[src/rtl/multicycle_controller.sv]
// Multicycle processor sequencing controller: FETCH/DECODE/EXEC/WRITEBACK FSM,
// NZCV flag register, and condition-gated datapath enables.
module multicycle_controller #(
    parameter int STATE_W = 4
) (
    input  logic               clk,
    input  logic               rst,
    input  logic [1:0]         op,
    input  logic [5:0]         funct,
    input  logic [3:0]         rd,
    input  logic [3:0]         alu_flags,
    input  logic               cond_ex,
    output logic [3:0]         flags,
    output logic               pc_write,
    output logic               adr_src,
    output logic               ir_write,
    output logic               mem_write,
    output logic               reg_write,
    output logic [1:0]         result_src,
    output logic [1:0]         alu_src_a,
    output logic [1:0]         alu_src_b,
    output logic [1:0]         alu_control,
    output logic [1:0]         imm_src,
    output logic [1:0]         reg_src,
    output logic [STATE_W-1:0] state
);

    typedef enum logic [STATE_W-1:0] {
        FETCH, DECODE, MEMADR, MEMRD, MEMWB, MEMWR, EXECR, EXECI, ALUWB, BRANCH
    } state_t;

    state_t     state_q, state_d;
    logic [3:0] flags_q;
    logic       cond_q;
    logic       no_write_q;

    logic       next_pc, branch, reg_w, mem_w, ir_w, alu_op;
    logic [3:0] cmd;
    logic       cmd_known, cmd_cv, dp_no_write;
    logic       fw_nz, fw_cv;

    assign cmd = funct[4:1];

    // Command classification: which opcodes are real writers, which touch C/V.
    always_comb begin
        cmd_known = 1'b0;
        cmd_cv    = 1'b0;
        case (cmd)
            4'b0100: begin cmd_known = 1'b1; cmd_cv = 1'b1; end
            4'b0010: begin cmd_known = 1'b1; cmd_cv = 1'b1; end
            4'b0000: cmd_known = 1'b1;
            4'b1100: cmd_known = 1'b1;
            4'b1010: cmd_cv = 1'b1;
            default: ;
        endcase
    end

    // no_write only applies to data-processing, so load funct bits never suppress writeback.
    assign dp_no_write = (op == 2'b00) & ~cmd_known;

    always_ff @(posedge clk) begin
        if (rst) begin
            state_q    <= FETCH;
            flags_q    <= 4'b0000;
            cond_q     <= 1'b0;
            no_write_q <= 1'b0;
        end else begin
            state_q <= state_d;
            if (state_q == DECODE) begin
                cond_q     <= cond_ex;
                no_write_q <= dp_no_write;
            end
            if (cond_q) begin
                if (fw_nz) flags_q[3:2] <= alu_flags[3:2];
                if (fw_cv) flags_q[1:0] <= alu_flags[1:0];
            end
        end
    end

    always_comb begin
        state_d    = FETCH;
        next_pc    = 1'b0;
        branch     = 1'b0;
        reg_w      = 1'b0;
        mem_w      = 1'b0;
        ir_w       = 1'b0;
        alu_op     = 1'b0;
        adr_src    = 1'b0;
        result_src = 2'b00;
        alu_src_a  = 2'b00;
        alu_src_b  = 2'b00;
        case (state_q)
            FETCH: begin
                state_d    = DECODE;
                alu_src_a  = 2'b01;
                alu_src_b  = 2'b10;
                result_src = 2'b10;
                ir_w       = 1'b1;
                next_pc    = 1'b1;
            end
            DECODE: begin
                alu_src_a  = 2'b01;
                alu_src_b  = 2'b10;
                result_src = 2'b10;
                case (op)
                    2'b01:   state_d = MEMADR;
                    2'b00:   state_d = funct[5] ? EXECI : EXECR;
                    2'b10:   state_d = BRANCH;
                    default: state_d = FETCH;
                endcase
            end
            MEMADR: begin
                state_d   = funct[0] ? MEMRD : MEMWR;
                alu_src_b = 2'b01;
            end
            MEMRD: begin
                state_d = MEMWB;
                adr_src = 1'b1;
            end
            MEMWB: begin
                result_src = 2'b01;
                reg_w      = 1'b1;
            end
            MEMWR: begin
                adr_src = 1'b1;
                mem_w   = 1'b1;
            end
            EXECR: begin
                state_d = ALUWB;
                alu_op  = 1'b1;
            end
            EXECI: begin
                state_d   = ALUWB;
                alu_src_b = 2'b01;
                alu_op    = 1'b1;
            end
            ALUWB: reg_w = 1'b1;
            BRANCH: begin
                alu_src_a  = 2'b10;
                alu_src_b  = 2'b01;
                result_src = 2'b10;
                branch     = 1'b1;
            end
            default: state_d = FETCH;
        endcase
    end

    always_comb begin
        alu_control = 2'b00;
        if (alu_op) begin
            case (cmd)
                4'b0010: alu_control = 2'b01;
                4'b0000: alu_control = 2'b10;
                4'b1100: alu_control = 2'b11;
                4'b1010: alu_control = 2'b01;
                default: alu_control = 2'b00;
            endcase
        end
    end

    assign fw_nz = alu_op & funct[0];
    assign fw_cv = fw_nz & cmd_cv;

    // Architectural writes use the condition latched in DECODE, never the live cond_ex.
    assign mem_write = ~rst & mem_w & cond_q;
    assign reg_write = ~rst & reg_w & cond_q & ~no_write_q;
    assign ir_write  = ~rst & ir_w;
    assign pc_write  = ~rst & (next_pc |
                       (cond_q & (branch | (reg_w & (rd == 4'd15) & ~no_write_q))));

    assign flags   = flags_q;
    assign imm_src = op;
    assign reg_src = {op == 2'b01, op == 2'b10};
    assign state   = state_q;

endmodule

[config.mk]
export PLATFORM = sky130hd
export DESIGN_NAME = multicycle_controller
export DESIGN_NICKNAME = d
export VERILOG_FILES = /design/src/rtl/multicycle_controller.sv
export SDC_FILE = /design/constraint.sdc
export NUM_CORES = 1
export LEC_CHECK = 0
export ABC_AREA = 1
export CAP_MARGIN = 20
export CORE_MARGIN = 2
export CORE_UTILIZATION = 32
export CTS_CLUSTER_SIZE = 30
export DETAILED_ROUTE_END_ITERATION = 6
export HOLD_SLACK_MARGIN = 0.12
export PLACE_DENSITY_LB_ADDON = 0.3
export SYNTH_ARGS = -nofsm -noshare
export SYNTH_HDL_FRONTEND = slang
export SYNTH_SLANG_ARGS = --single-unit
[constraint.sdc]
create_clock -name clk -period 1.1 [get_ports clk]
set_input_delay 0.33 -clock clk [delete_from_list [all_inputs] [get_ports clk]]
set_output_delay 0.33 -clock clk [all_outputs]
set_load 0.01 [all_outputs]
---- Yosys cells after proc, flatten, opt, wreduce, memory -nomap -nowiden ----
Cells that the tools add are included.
word-level totals
  memories kept ........................... 0
  latch bits .............................. 0
  memory bits (writable) .................. 0
  register bits after elaboration ......... 10
  input port bits ......................... 19
  memory bits (read-only) ................. 0
  output and inout bits ................... 25
operators by class
  $mul .................................... 0
  div/mod/pow operators ................... 0
  add/sub/neg operators ................... 0
  bitwise operators ....................... 18
  equal/unequal tests ..................... 16
  shifts and indexed selects .............. 0
  order comparisons ....................... 0
  multiplexer cells ....................... 17
  reductions and logical operators ........ 14
operators with widths
  kind                                                              count
  4-bit by 3-bit == test with 1-bit output (second input constant)  5
  4-bit == test (second input constant)                             5
  4-bit case mux with 5 select lines                                1
  1-bit bitwise AND                                                 13
  4-bit by 2-bit == test with 1-bit output (second input constant)  3
  2-bit case mux with 2 select lines                                3
  4-bit case mux with 3 select lines                                1
  2-bit OR reduction                                                5
  1-bit two-way mux                                                 9
  3-bit OR reduction                                                3
  4-bit logical NOT                                                 2
  2-bit case mux with 3 select lines                                1
  4-bit by 1-bit == test with 1-bit output (second input constant)  1
  2-bit AND reduction                                               2
  4-bit OR reduction                                                1
  3-bit two-way mux                                                 1
  1-bit NOT                                                         3
  2-bit by 1-bit == test with 1-bit output (second input constant)  1
  2-bit == test (second input constant)                             1
  2-bit logical NOT                                                 1
  2-bit two-way mux                                                 1
  1-bit bitwise OR                                                  2

---- Longest topological paths before layout ----
  word-level depth ........................ 9
  gate-level depth with buffers ........... 8
  gate-level depth less buffers ........... 7

---- Least setup slack after synthesis ----
No wires, ideal clock.
  path type ............................... register -> output
  start point ............................. register state_q[0] (netlist: state[0])
  end point ............................... output alu_src_b[0]
  cell stages (with the launch flop) ...... 7
  path slack .............................. -252 ps
  data arrival time ....................... 1022 ps
  required time ........................... 770 ps
  cells stage by stage .................... dfxtp_1 -> inv_2 -> nor2_2 -> nand3_1 -> inv_1 -> nor2_1 -> o21ai_0
between the ends
  word-level cells in the longest chain between the ends .. 3
RTL lines
  what                                                                    RTL line  text
  start, declared                                                         32        state_t state_q, state_d;
  start signal, assigned                                                  68        state_q <= state_d;
  4-bit by 3-bit == test with 1-bit output, or another cell as far along  92        case (state_q)
  3-bit OR reduction (no line) or 2-bit OR reduction (tied branches)      --
  2-bit case mux with 2 select lines *                                    92
  end, declared                                                           21        output logic [1:0] alu_src_b,
Every way passes the cells marked *; elsewhere a longest branch is shown, timed or not.

---- Worst setup path after layout ----
Same ends and word-level chain as after synthesis.

==> metrics <==
Layout area overhead 136.1%; DRC Markers 0; die area 0.002622 mm²; hold buffers post-CTS 0; initial antenna violation count 0; Worst VDD drop 0.0005849 V; CP startpoint kind register; worst setup margin -0.4869 ns; mean routed wirelength per cell 12.51 µm; P_leak 0.8161 nW; Worst R2R Setup Slack -0.29 ns; WP data required 0.77 ns; Mapped Nets 131; fraction of layout cells with a size suffix above 1 68.84%; Final Core Density 78.39%; post-synthesis instance total 112; Initial DRC Count 14; reg2reg start state[3]; GRT overflow 0; Arr. time, crit path 1.26 ns; Max-slew headroom 83.07%; mean area per synthesized cell 6.368 µm²; GP Congestion 0.7464; chip width 51.21 µm; Initial Util 33.20%; CTS Sinks 10; Worst Setup End Kind output port; CTS tree yes; worst path cell trace inv_4 > nor2_4 > nand3_4 > inv_2 > nor2_2 > o21ai_2 > buf_2; share of flip-flops with an asynchronous set or reset 0%; Commonest cells post-synth nor2_1, nand2_1, dfxtp_1, inv_1, nand3_1; placed wire-length estimate 1.884 mm; antenna viol nets, final 0; top-count cell post-synth nor2_1; hold slack 0.3951 ns; Buf+Inv Stages, Crit Path 3; vias per cell 4.621; vias in the first global route 1,020; Reg clk slew, reported paths 0.06 ns; Longest Clk Path Bufs 2; TritonCTS Buffers 3; first-pass GRT wire length 4.340 mm; worst skew pair latency 0.27 ns; reg2reg path depth 9; largest cells by area after synthesis dfxtp_1, nor2_1, nand2_1; Routed WL 2.840 mm; hold path endpoint state[0]; hold path depth 4; final net count 219; critical path type reg -> out; diode count 0; count of final hold-check violations 0; Reg2Reg Capture Point flags[0]; synth unique cells 25; # IOs 44; Die Y 51.21 µm; crit path max fanout 4; final setup violation count 27; root cell of the clock tree clkbuf_4; largest net degree at the start of global routing 8; Via Count 1,049; crit path time final 1.587 ns; critical path's slowest cell dfxtp_4; Worst Tran Pin Value 0.2530 ns; EDFF count, synth 0; pre-CTS setup slack -1.057 ns; violated checks setup timing; post-synthesis sequential area ratio 28.07%; Core Region 0.002148 mm²; Yosys top cell area share 28.07%; Levels on crit path 7; status finished, violations left; yosys warns 0; leading area contributor after synthesis dfxtp_1; Site Rows 17; gr usage total 21.94%; Largest delay share family, worst path flip-flops; # Max-Cap Violations 0; Power Density 792.3 mW/mm²; fin crit share 144.3%; Post-Syn Area 713.2 µm²; flops & latches, synth 10; final slew viol count 0; Worst Hold Class in -> reg; I/O Buffers 43; clk_skew 0.005429 ns; largest stage delay on the critical path 0.38 ns; ys flop type dfxtp_1; fmax 630.2 MHz; hold path startpoint op[0]; RSZ-0062 raised after global routing true; H-Tree Depth 1; Pre-antenna DRT Iters 6
layout by cell type, fill, tap and decap left out, drive strengths merged:
| master | count |
|---|---|
| clkbuf | 4 |
| clkinv | 2 |
| nand2 | 25 |
| nor3 | 3 |
| nor2 | 26 |
| nand3 | 9 |
| and2 | 1 |
| dlygate4sd2 | 4 |
| dfxtp | 10 |
| a21oi | 8 |
| clkdlybuf4s15 | 2 |
| nand3b | 3 |
| nand4 | 1 |
| buf | 69 |
| clkdlybuf4s50 | 11 |
| inv | 15 |
| o21ai | 6 |
through the flow:
step                      cells  area [µm²]  total power, W  setup TNS (ns)
final                       227        1684        0.001334          -7.516
after global routing        227        1684        0.001404          -9.048
after CTS                   223        1565        0.001270          -6.634
after detailed placement    207        1406       0.0008816          -16.65
after global placement      207        1406       0.0008712          -16.02
after floorplan             112       764.5       0.0006008         -0.5755
where the power goes:
part / total (W) / switching, W / internal (W)
Clock: 0.000335 / 0.000134 / 0.000201
Sequential: 0.000403 / 0.0000251 / 0.000378
Combinational: 0.000597 / 0.000275 / 0.000322
worst max path at each step:
stage	start	to	slack [ns]
final	state[0]	alu_src_b[0]	-0.49
after global routing	state[0]	pc_write	-0.56
after CTS	state[0]	pc_write	-0.49
after detailed placement	rst	pc_write	-1.06
after global placement	rst	pc_write	-1.04
after floorplan	state[1]	pc_write	-0.14
cell families (layout without fill, tap and decap cells):
logic type | after synthesis | in the layout | synth area share [%]
compound gates | 14 | 14 | 10.35
buf+inv | 20 | 107 | 13.51
flops | 10 | 10 | 28.07
simple gates | 68 | 68 | 48.07
layer usage:
layer	routed length, µm	GRT usage, %	up-vias	part of all wire (%)
met3	153	3.509	5	5.4
met4	30	3.947	0	1.1
met1	996	21.52	478	35
li1	-	-	528	-
met5	0	0	-	0
met2	1659	46.97	38	58
sequential cells by signal, summed over array words and instances (netlist names):
signal      cells
cond_q          1
state           4
flags           4
no_write_q      1
what timing repair did:
item                       in CTS  in global routing
setup endpoints to repair      31                 27
resized for setup             153                 30
buffers inserted               12                  5
pin swaps                      15                 11
tightest hold or removal path: stages:
cell,delay (ns)
buf_2,0.13
nor2_1,0.05
nand2_1,0.06
a21oi_1,0.05
cell type report:
class	instances	area (µm²)
well taps	28	35.03
clock buffers	4	36.28
repair buffers	86	724.4
flip-flops and latches	10	215.2
inverters	17	75.07
fillers	154	464.2
multi-input cells	82	598.1
Power figures use the tool's default switching activity.
